[src/rtl/piso_tx_if.sv]
// piso_tx_if: handshake and serial-side signal bundle for piso_tx.
//   parallel_in  - word to transmit (source -> transmitter)
//   load_valid   - parallel_in holds a word (source -> transmitter)
//   load_ready   - transmitter can take a word this cycle (transmitter -> source)
//   shift_en     - bit-rate enable (source -> transmitter)
//   serial_out   - current serial bit
//   serial_valid - serial_out carries a data bit
//   frame_start  - current bit is the first bit of a word
//   frame_end    - current bit is the last bit of a word
// master = the feeding/observing side, slave = the transmitter.
interface piso_tx_if #(
  parameter int WIDTH = 4
);
  logic [WIDTH-1:0] parallel_in;
  logic             load_valid;
  logic             load_ready;
  logic             shift_en;
  logic             serial_out;
  logic             serial_valid;
  logic             frame_start;
  logic             frame_end;

  modport master (
    output parallel_in, load_valid, shift_en,
    input  load_ready, serial_out, serial_valid, frame_start, frame_end
  );

  modport slave (
    input  parallel_in, load_valid, shift_en,
    output load_ready, serial_out, serial_valid, frame_start, frame_end
  );
endinterface

[src/rtl/piso_tx.sv]
// piso_tx: parallel-in/serial-out transmitter with frame markers.
// Takes a WIDTH-bit word over load_valid/load_ready and shifts it out one bit
// per shift_en cycle, first bit visible the cycle after acceptance. A new word
// may be accepted on the last enabled bit, so words stream with no gap.
// Ports:
//   clock - rising-edge clock
//   reset - asynchronous, active-high reset; all outputs 0 while high
//   bus   - piso_tx_if.slave (handshake, shift enable, serial outputs)
// Parameters:
//   WIDTH     - word width, >= 2
//   MSB_FIRST - 1: bit WIDTH-1 goes first (shift left); 0: bit 0 first (shift right)
module piso_tx #(
  parameter int WIDTH     = 4,
  parameter bit MSB_FIRST = 1'b1
) (
  input  logic     clock,
  input  logic     reset,
  piso_tx_if.slave bus
);
  localparam int CW = (WIDTH > 1) ? $clog2(WIDTH) : 1;
  localparam logic [CW-1:0] CNT_MAX = CW'(WIDTH - 1);

  typedef enum logic {IDLE, SHIFT} state_e;

  state_e           state_q, state_d;
  logic [WIDTH-1:0] shift_reg_q, shift_reg_d;
  logic [CW-1:0]    cnt_q, cnt_d;

  logic             shifting;
  logic             last_bit;
  logic             accept;
  logic [WIDTH-1:0] shifted;

  assign shifting = (state_q == SHIFT);
  assign last_bit = (cnt_q == '0);

  // Ready in IDLE, or on the last bit of a word when it is actually leaving
  // this cycle; that is what makes back-to-back words gapless.
  assign bus.load_ready = !reset &&
                          (state_q == IDLE || (shifting && last_bit && bus.shift_en));
  assign accept = bus.load_valid && bus.load_ready;

  // Move the next bit toward the output end, zero fill behind it.
  assign shifted = MSB_FIRST ? {shift_reg_q[WIDTH-2:0], 1'b0}
                             : {1'b0, shift_reg_q[WIDTH-1:1]};

  always_comb begin
    state_d     = state_q;
    shift_reg_d = shift_reg_q;
    cnt_d       = cnt_q;
    case (state_q)
      IDLE: begin
        if (accept) begin
          shift_reg_d = bus.parallel_in;
          cnt_d       = CNT_MAX;
          state_d     = SHIFT;
        end
      end
      SHIFT: begin
        if (bus.shift_en) begin
          if (!last_bit) begin
            shift_reg_d = shifted;
            cnt_d       = cnt_q - CW'(1);
          end else if (accept) begin
            shift_reg_d = bus.parallel_in;
            cnt_d       = CNT_MAX;
          end else begin
            shift_reg_d = '0;
            state_d     = IDLE;
          end
        end
      end
      default: begin
        state_d     = IDLE;
        shift_reg_d = '0;
        cnt_d       = '0;
      end
    endcase
  end

  always_ff @(posedge clock or posedge reset) begin
    if (reset) begin
      state_q     <= IDLE;
      shift_reg_q <= '0;
      cnt_q       <= '0;
    end else begin
      state_q     <= state_d;
      shift_reg_q <= shift_reg_d;
      cnt_q       <= cnt_d;
    end
  end

  // State resets asynchronously, so these drop to 0 as soon as reset rises.
  assign bus.serial_out   = shifting &&
                            (MSB_FIRST ? shift_reg_q[WIDTH-1] : shift_reg_q[0]);
  assign bus.serial_valid = shifting;
  assign bus.frame_start  = shifting && (cnt_q == CNT_MAX);
  assign bus.frame_end    = shifting && last_bit;
endmodule

[src/flat_wrapper.sv]
// flat-port wrapper written by rule: the top's interface ports become plain ports
module piso_tx_flat 
#(
  parameter int WIDTH     = 4,
  parameter bit MSB_FIRST = 1'b1
)
  (clock, reset, bus_parallel_in, bus_load_valid, bus_shift_en, bus_load_ready, bus_serial_out, bus_serial_valid, bus_frame_start, bus_frame_end);
  piso_tx_if #(.WIDTH(WIDTH)) bus_i ();
  input  logic clock;
  input  logic reset;
  input wire logic [$bits(bus_i.parallel_in)-1:0] bus_parallel_in;
  input wire logic [$bits(bus_i.load_valid)-1:0] bus_load_valid;
  input wire logic [$bits(bus_i.shift_en)-1:0] bus_shift_en;
  output wire logic [$bits(bus_i.load_ready)-1:0] bus_load_ready;
  output wire logic [$bits(bus_i.serial_out)-1:0] bus_serial_out;
  output wire logic [$bits(bus_i.serial_valid)-1:0] bus_serial_valid;
  output wire logic [$bits(bus_i.frame_start)-1:0] bus_frame_start;
  output wire logic [$bits(bus_i.frame_end)-1:0] bus_frame_end;
  assign bus_i.parallel_in = bus_parallel_in;
  assign bus_i.load_valid = bus_load_valid;
  assign bus_i.shift_en = bus_shift_en;
  assign bus_load_ready = bus_i.load_ready;
  assign bus_serial_out = bus_i.serial_out;
  assign bus_serial_valid = bus_i.serial_valid;
  assign bus_frame_start = bus_i.frame_start;
  assign bus_frame_end = bus_i.frame_end;
  piso_tx #(.WIDTH(WIDTH), .MSB_FIRST(MSB_FIRST)) u_core (.clock(clock), .reset(reset), .bus(bus_i));
endmodule
[config.mk]
export PLATFORM = sky130hd
export DESIGN_NAME = piso_tx_flat
export DESIGN_NICKNAME = d
export VERILOG_FILES = /design/src/rtl/piso_tx_if.sv /design/src/rtl/piso_tx.sv /design/src/flat_wrapper.sv
export SDC_FILE = /design/constraint.sdc
export NUM_CORES = 1
export LEC_CHECK = 0
export ABC_AREA = 1
export CORE_AREA = 2 2 39 41
export CTS_CLUSTER_DIAMETER = 100
export DETAILED_ROUTE_END_ITERATION = 12
export DIE_AREA = 0 0 41 43
export HOLD_SLACK_MARGIN = 0.08
export SLEW_MARGIN = 20
export SYNTH_ARGS = -nofsm -noshare
export SYNTH_HDL_FRONTEND = slang
export SYNTH_SLANG_ARGS = --single-unit
export TNS_END_PERCENT = 20
[constraint.sdc]
create_clock -name clock -period 1.8 [get_ports clock]
set_clock_uncertainty 0.2 [all_clocks]
set_input_delay 0.27 -clock clock [delete_from_list [all_inputs] [get_ports clock]]
set_output_delay 0.27 -clock clock [all_outputs]
set_load 0.01 [all_outputs]
==> metrics.md, run 1 <==
| Metric | Value |
|---|---|
| Clock insertion delay at the later pin of the skew report | `0.25 ns` |
| Comb power frac | `0.586` |
| Top cells by area, synth | `dfrtp_1, nand2_1, inv_1, a21oi_2, nand4_2` |
| Clk pin slew, worst setup/hold paths | `0.06 ns` |
| Setup repair after global routing missed its margin | `yes` |
| Worst slew margin | `0.8856` |
| DR WL/cell | `8.818 um` |
| CP endpoint kind | `output pin` |
| RR Endpoint | `u_core.shift_reg_q[1]` |
| Ys async rst share | `1.000` |
| Initial Utilization | `0.3011` |
| Power Density | `1597 mW/mm^2` |
| Worst r2r path cells | `6` |
| Global-route usage over all layers | `0.1251` |
| Main combinational cell family by area after synthesis | `simple AND/OR/NAND/NOR gates` |
| Final antenna diode count | `0` |
| GRT Residual Overflow | `0` |
| Crit path largest cell delay | `0.41 ns` |
| DRT iter0 DRCs | `3` |
| Hold Crit Class | `in -> reg` |
| Area of the mapped netlist | `416.7 um^2` |
| Part of the power in the clock network | `0.142` |
| Vias | `416` |
| WP data required | `1.33 ns` |
| CTS Sinks | `7` |
| Area of the die | `0.001763 mm^2` |
| Die H | `43 um` |
| NetSw | `0.4361 mW` |
| EDFF count, synth | `0` |
| Post-synthesis compound-gate area fraction | `0.1441` |
| CP max stage cell | `dfrtp_1` |
| P_leak | `0.3739 nW` |
| Hold path startpoint | `bus_shift_en` |
| WS Path Type | `reg -> out` |
| P&R area growth vs syn | `59.16%` |
| Post-synthesis adder-cell area fraction | `0` |
| Vias per Instance | `4.202` |
| # IOs | `13` |
| HPWL after DPL | `717.7 um` |
| Max Slew Vio Count | `0` |
| IO buf count | `12` |
| Row cnt | `14` |
| Syn nets | `64` |
| First-pass GRT wire length | `1442 um` |
| Final WL | `873 um` |
| Yosys reg bits | `7` |
| Hold depth | `5` |
| Avg Inst Size Synth | `7.440 um^2` |
| Crit path DAT | `1.25 ns` |
| Final worst path period share | `0.9582` |
| Worst Max-Slew Pin Slew | `0.1699 ns` |
| Nets | `92` |
| Final WS setup | `0.07532 ns` |
| Crit path max-delay family | `buffers and inverters` |
| Sw Ratio | `0.4119` |
| Post-synth top flop | `dfrtp_1` |
| Final setup fails | `0` |
| Minimum clock period after layout | `1.725 ns` |
| Final Hold Fails | `0` |
| Yosys cell types | `14` |
| Layout fillers | `134` |
| CP Launch Type | `flop` |
| CTS tree | `done` |
| Seq pwr share | `0.273` |
| Max Fanout on Critical Path | `4` |
| Place WS | `-0.3962 ns` |
| Flop-to-flop setup slack | `0.36 ns` |
| Worst IR drop on VDD | `637.0 uV` |
| Status | `completed` |
| Largest net degree at the start of global routing | `7` |
| Multi-input gate area | `196.4 um^2` |
| Sequential share of the synthesized area | `0.4204` |
| CORE AREA | `0.001384 mm^2` |
| RePlAce Congestion | `0.7465` |
| Worst Hold Path EP | `u_core.cnt_q[0]` |
| Int Power | `0.6227 mW` |
| Max_cap viols | `0` |
| Yosys top cell area share | `0.4204` |
| Ys Warns | `0` |
| Antenna violations before repair | `0` |
| Residual DRC count | `0` |
| Vias in the first global route | `362` |
| CTS Buf Count | `3` |
| Top post-synthesis cells by count | `nand2_1, inv_1, dfrtp_1` |
| Share of cells above drive strength 1 | `0.3373` |
| Pwr Total | `1.059 mW` |
| DRT Pass-1 Iters | `3` |
| Root buffer cell | `clkbuf_4` |
| Post-synthesis xor/xnor area fraction | `0` |
| Crit-path cells | `buf_4 -> inv_2 -> nor3_1 -> clkdlybuf4s15_1` |
| Max Root-Sink Buffers | `2` |
| Cell with the most instances after synthesis | `nand2_1` |
| H-Tree Depth | `1` |
| Die X | `41 um` |
| Post-synthesis mux area share | `0` |
| ANT nets after route | `0` |
| Origin of the critical flop-to-flop path | `u_core.cnt_q[0]` |
| Highest clock rate | `579.8 MHz` |
| Biggest area consumer among synthesized cells | `dfrtp_1` |
| Syn Inst Count | `56` |
| Simple-Gate Fraction of Synth Area | `0.3093` |
| Buffers and inverters on the worst path | `3` |
| FF/Latch Area | `175.2 um^2` |
==> sequential cells by signal, summed over array words and instances, names as in the netlist <==
signal	cells
u_core.cnt_q	2
u_core.bus.serial_valid	1
u_core.shift_reg_q	4
==> per-stage QoR <==
stage          std cells  utilization  instance area (um^2)  hold slack, ns  setup TNS, ns
2_1_floorplan         56            -                 416.7        -0.09633              0
3_3_place_gp          95       0.4620                 639.4          0.3019        -0.3843
3_5_place_dp          95       0.4620                 639.4          0.3057        -0.3962
4_1_cts               99       0.4756                 658.1          0.3181              0
5_1_grt               99       0.4792                 663.1          0.3085      -0.001445
6_report              99       0.4792                 663.1          0.2473              0
==> metal layers <==
layer | part of all wire | vias up | global-route usage
met2 | 0.48 | 6 | 0.1688
met3 | 0.031 | 2 | 0.03141
met1 | 0.47 | 182 | 0.1601
met5 | 0 | - | 0
met4 | 0.015 | 0 | 0.1000
li1 | - | 226 | -
==> power by group through the flow <==
stage	registers (mW)	logic, mW	clock network, mW
2_1_floorplan	0.308	0.315	0
3_3_place_gp	0.293	0.630	0
3_5_place_dp	0.293	0.634	0
4_1_cts	0.290	0.604	0.152
5_1_grt	0.296	0.698	0.165
6_report	0.289	0.620	0.150
==> kinds of logic after synthesis <==
kind of cell / after synthesis
buf+inv: 14
flops: 7
simple gates: 27
compound gates: 8
==> worst max path at each step <==
stage	slack (ns)	cells after the start	to	from
2_1_floorplan	0.33	5	bus_load_ready	u_core.bus.serial_valid
3_3_place_gp	-0.38	8	bus_load_ready	bus_shift_en
6_report	0.08	4	bus_frame_end	u_core.bus.serial_valid
3_5_place_dp	-0.40	8	bus_load_ready	bus_shift_en
4_1_cts	0.02	4	bus_frame_start	u_core.bus.serial_valid
5_1_grt	-0.001	4	bus_frame_end	u_core.bus.serial_valid
==> cells in the final DEF, fill, tap and decap left out, drive strengths merged <==
| cell type | synthesis | routed |
|---|---|---|
| clkdlybuf4s50 | 0 | 6 |
| o21ai | 3 | 3 |
| a21oi | 3 | 3 |
| nand4 | 2 | 2 |
| buf | 0 | 12 |
| nor3 | 2 | 2 |
| inv | 14 | 14 |
| dlymetal6s2s | 0 | 1 |
| clkbuf | 0 | 5 |
| o211ai | 1 | 1 |
| dfrtp | 7 | 7 |
| a22oi | 1 | 1 |
| clkdlybuf4s15 | 0 | 1 |
| dlygate4sd2 | 0 | 2 |
| nor2 | 5 | 5 |
| nand3 | 2 | 2 |
| nand2 | 16 | 16 |
==> worst min-delay path, delay by kind of cell <==
family,cells,cell delay (ns)
buf+inv,3,0.25
simple gates,2,0.15
==> final cells by class <==
cell class                      instances  share of cell area
Multi-Input combinational cell         35              0.2962
Timing Repair Buffer                   23              0.2906
Sequential cell                         7              0.2642
Clock buffer                            4             0.03962
Inverter                               14             0.07925
Tap cell                               16             0.03019
==> what timing repair did <==
| item | 4_1_cts | 5_1_grt |
|---|---|---|
| endpoints found under the setup margin | 5 | 3 |
| hold buffers | 0 | 0 |
| pin swaps | 0 | 1 |
| buffers inserted | 0 | 0 |
| gates resized for setup | 9 | 7 |
Note: power is estimated with default switching activity, not from simulation.
==> inputs of run 2 (changes only) <==
==> constraint.sdc (replaced) <==
create_clock -name clock -period 1.9 [get_ports clock]
set_clock_uncertainty 0.2 [all_clocks]
set_input_delay 0.285 -clock clock [delete_from_list [all_inputs] [get_ports clock]]
set_output_delay 0.285 -clock clock [all_outputs]
set_load 0.01 [all_outputs]
==> run 2 against run 1 <==
  * First-iteration DRC count rose to 2.7 times the previous value
  * Combinational power down 5.8%
  * Die area did not move
  * Register-to-register slack improved by 0.13 ns
  * Non-clock buffer count decreased by 2
  * Worst setup slack better by 0.038 ns
  * Sequential power decreased by 3%
  * Total power shrank 6.3%
  * Via count fell by 2.2%
  * Global-route usage up 0.82 points
  * Wire length down 0.80%
  * Largest cell class unchanged
  * Largest power group unchanged
==> metrics.md, run 2 (synthesis results as in run 1) <==
| Metric | Value |
|---|---|
| Status | `completed (unchanged)` |
| DRT Pass-1 Iters | `2 (was 3)` |
| ANT nets after route | `0 (unchanged)` |
| Worst r2r path cells | `6 (unchanged)` |
| Seq pwr share | `0.283 (was 0.273)` |
| Max Fanout on Critical Path | `2 (was 4)` |
| Worst Max-Slew Pin Slew | `0.1868 ns (was 0.1699 ns)` |
| Crit path max-delay family | `buffers and inverters (unchanged)` |
| Nets | `90 (was 92)` |
| Largest register FFs | `4 (unchanged)` |
| Crit-path most repeated cell | `inv_1` |
| GRT Residual Overflow | `0 (unchanged)` |
| Share of cells above drive strength 1 | `0.3086 (was 0.3373)` |
| Final antenna diode count | `0 (unchanged)` |
| Worst slew margin | `0.8742 (was 0.8856)` |
| H-Tree Depth | `1 (unchanged)` |
| CP max stage cell | `clkdlybuf4s50_1 (was dfrtp_1)` |
| Clk pin slew, worst setup/hold paths | `0.05 ns (was 0.06 ns)` |
| Highest clock rate | `559.6 MHz` |
| Commonest non-fill, non-tap cell in the layout | `nand2_1 (unchanged)` |
| Initial Utilization | `0.3011 (unchanged)` |
| P&R area growth vs syn | `56.46% (was 59.16%)` |
| IO buf count | `12 (unchanged)` |
| Antenna violations before repair | `0 (unchanged)` |
| Vias per Instance | `4.196 (was 4.202)` |
| Final setup fails | `0 (unchanged)` |
| Origin of the critical flop-to-flop path | `u_core.bus.serial_valid (was u_core.cnt_q[0])` |
| Final Hold Fails | `0 (unchanged)` |
| Die X | `41 um (unchanged)` |
| HPWL after DPL | `749.9 um (was 717.7 um)` |
| CTS Sinks | `7 (unchanged)` |
| NetSw | `0.4002 mW (was 0.4361 mW)` |
| Max_cap viols | `0 (unchanged)` |
| CORE AREA | `0.001384 mm^2 (unchanged)` |
| Vias | `407 (was 416)` |
| CP endpoint kind | `output pin (unchanged)` |
| CTS tree | `done (unchanged)` |
| Sw Ratio | `0.4033 (was 0.4119)` |
| # IOs | `13 (unchanged)` |
| DRT iter0 DRCs | `8 (was 3)` |
| Final WS setup | `0.1131 ns (was 0.07532 ns)` |
| First-pass GRT wire length | `1518 um (was 1442 um)` |
| Crit path DAT | `1.30 ns (was 1.25 ns)` |
| Area of the die | `0.001763 mm^2 (unchanged)` |
| DR WL/cell | `8.928 um (was 8.818 um)` |
| Crit-path cells | `clkdlybuf4s50_1 -> inv_1 -> nand2_2 -> inv_1 -> nor2_4 -> inv_2 -> nor2_1 -> buf_2 (was buf_4 -> inv_2 -> nor3_1 -> clkdlybuf4s15_1)` |
| Max Slew Vio Count | `0 (unchanged)` |
| WS Path Type | `in -> out (was reg -> out)` |
| Part of the power in the clock network | `0.129 (was 0.142)` |
| Crit path largest cell delay | `0.47 ns (was 0.41 ns)` |
| Clock insertion delay at the later pin of the skew report | `0.24 ns (was 0.25 ns)` |
| Residual DRC count | `0 (unchanged)` |
| Post-CTS setup buffer count | `0 (unchanged)` |
| Global-route usage over all layers | `0.1333 (was 0.1251)` |
| CP Launch Type | `primary input (was flop)` |
| Buffers and inverters on the worst path | `5 (was 3)` |
| Power Density | `1522 mW/mm^2 (was 1597 mW/mm^2)` |
| Finished Cell Area | `651.9 um^2 (was 663.1 um^2)` |
| RR Endpoint | `u_core.shift_reg_q[1] (unchanged)` |
| RePlAce Congestion | `0.7630 (was 0.7465)` |
| Hold Crit Class | `in -> async (was in -> reg)` |
| Biggest register | `u_core.shift_reg_q (unchanged)` |
| Placement Cell Area | `624.3 um^2 (was 639.4 um^2)` |
| Largest net degree at the start of global routing | `7 (unchanged)` |
| Minimum clock period after layout | `1.787 ns` |
| Row cnt | `14 (unchanged)` |
| Die H | `43 um (unchanged)` |
| Commonest non-fill, non-tap cells in the layout | `nand2_1, inv_1, clkdlybuf4s50_1, buf_4, dfrtp_1 (was nand2_1, inv_1, buf_4)` |
| P_leak | `0.3579 nW (was 0.3739 nW)` |
| Vias in the first global route | `394 (was 362)` |
| Max Root-Sink Buffers | `2 (unchanged)` |
| Final WL | `866 um (was 873 um)` |
| Setup repair after global routing missed its margin | `no (was yes)` |
| Flop-to-flop setup slack | `0.49 ns (was 0.36 ns)` |
| Int Power | `0.5921 mW (was 0.6227 mW)` |
| Root buffer cell | `clkbuf_4 (unchanged)` |
| WP data required | `1.41 ns (was 1.33 ns)` |
| Final worst path period share | `0.9405` |
| Worst IR drop on VDD | `554.7 uV (was 637.0 uV)` |
| Place WS | `-0.3410 ns (was -0.3962 ns)` |
| Comb power frac | `0.588 (was 0.586)` |
| CTS Buf Count | `3 (unchanged)` |
run 2: metal layers:
metal	GRT usage	vias up	share of wire
li1	-	223	-
met1	0.1475	174	0.43
met2	0.1969	8	0.50
met3	0.06283	2	0.039
met4	0.08000	0	0.028
met5	0	-	0
run 2: timing repair:
action / in CTS / in global routing
gates cloned: 0 / 0
pin swaps: 0 / 2
setup endpoints to repair: 3 / 1
gates resized for setup: 8 / 2
hold buffers: 0 / 0
run 2: power by group through the flow:
stage | Sequential (mW) | Combinational [mW] | Clock [mW]
6_report | 0.280 | 0.584 | 0.128
2_1_floorplan | 0.291 | 0.298 | 0
5_1_grt | 0.290 | 0.654 | 0.147
3_3_place_gp | 0.279 | 0.581 | 0
3_5_place_dp | 0.282 | 0.587 | 0
4_1_cts | 0.282 | 0.574 | 0.133
run 2: metrics by stage:
step / util / setup TNS [ns] / power, mW / cells / hold slack, ns
global placement: 0.4512 / -0.3384 / 0.8599 / 93 / 0.3010
floorplan: - / 0 / 0.5896 / 56 / -0.08133
finish: 0.4711 / 0 / 0.9923 / 97 / 0.2463
global route: 0.4711 / 0 / 1.091 / 97 / 0.3056
detailed placement: 0.4512 / -0.3410 / 0.8686 / 93 / 0.3092
CTS: 0.4675 / 0 / 0.9896 / 97 / 0.2543
run 2: area by class of cell:
type                    instances  area, um^2
repair buffers                 21       180.2
multi-input cells              35       196.4
clock buffers                   4       26.28
inverters                      14       52.55
fillers                       154       732.0
flip-flops and latches          7       176.4
well taps                      16       20.02
run 2: tightest hold or removal path, delay by kind of cell:
kind | cells | cell delay (ns)
buffers and inverters | 3 | 0.72
run 2: worst max path at each step:
stage,start,endpoint,cells past startpoint
3_5_place_dp,bus_shift_en,bus_load_ready,8
2_1_floorplan,u_core.bus.serial_valid,bus_load_ready,5
3_3_place_gp,bus_shift_en,bus_load_ready,8
4_1_cts,bus_shift_en,bus_load_ready,8
6_report,bus_shift_en,bus_load_ready,8
5_1_grt,bus_shift_en,bus_load_ready,8
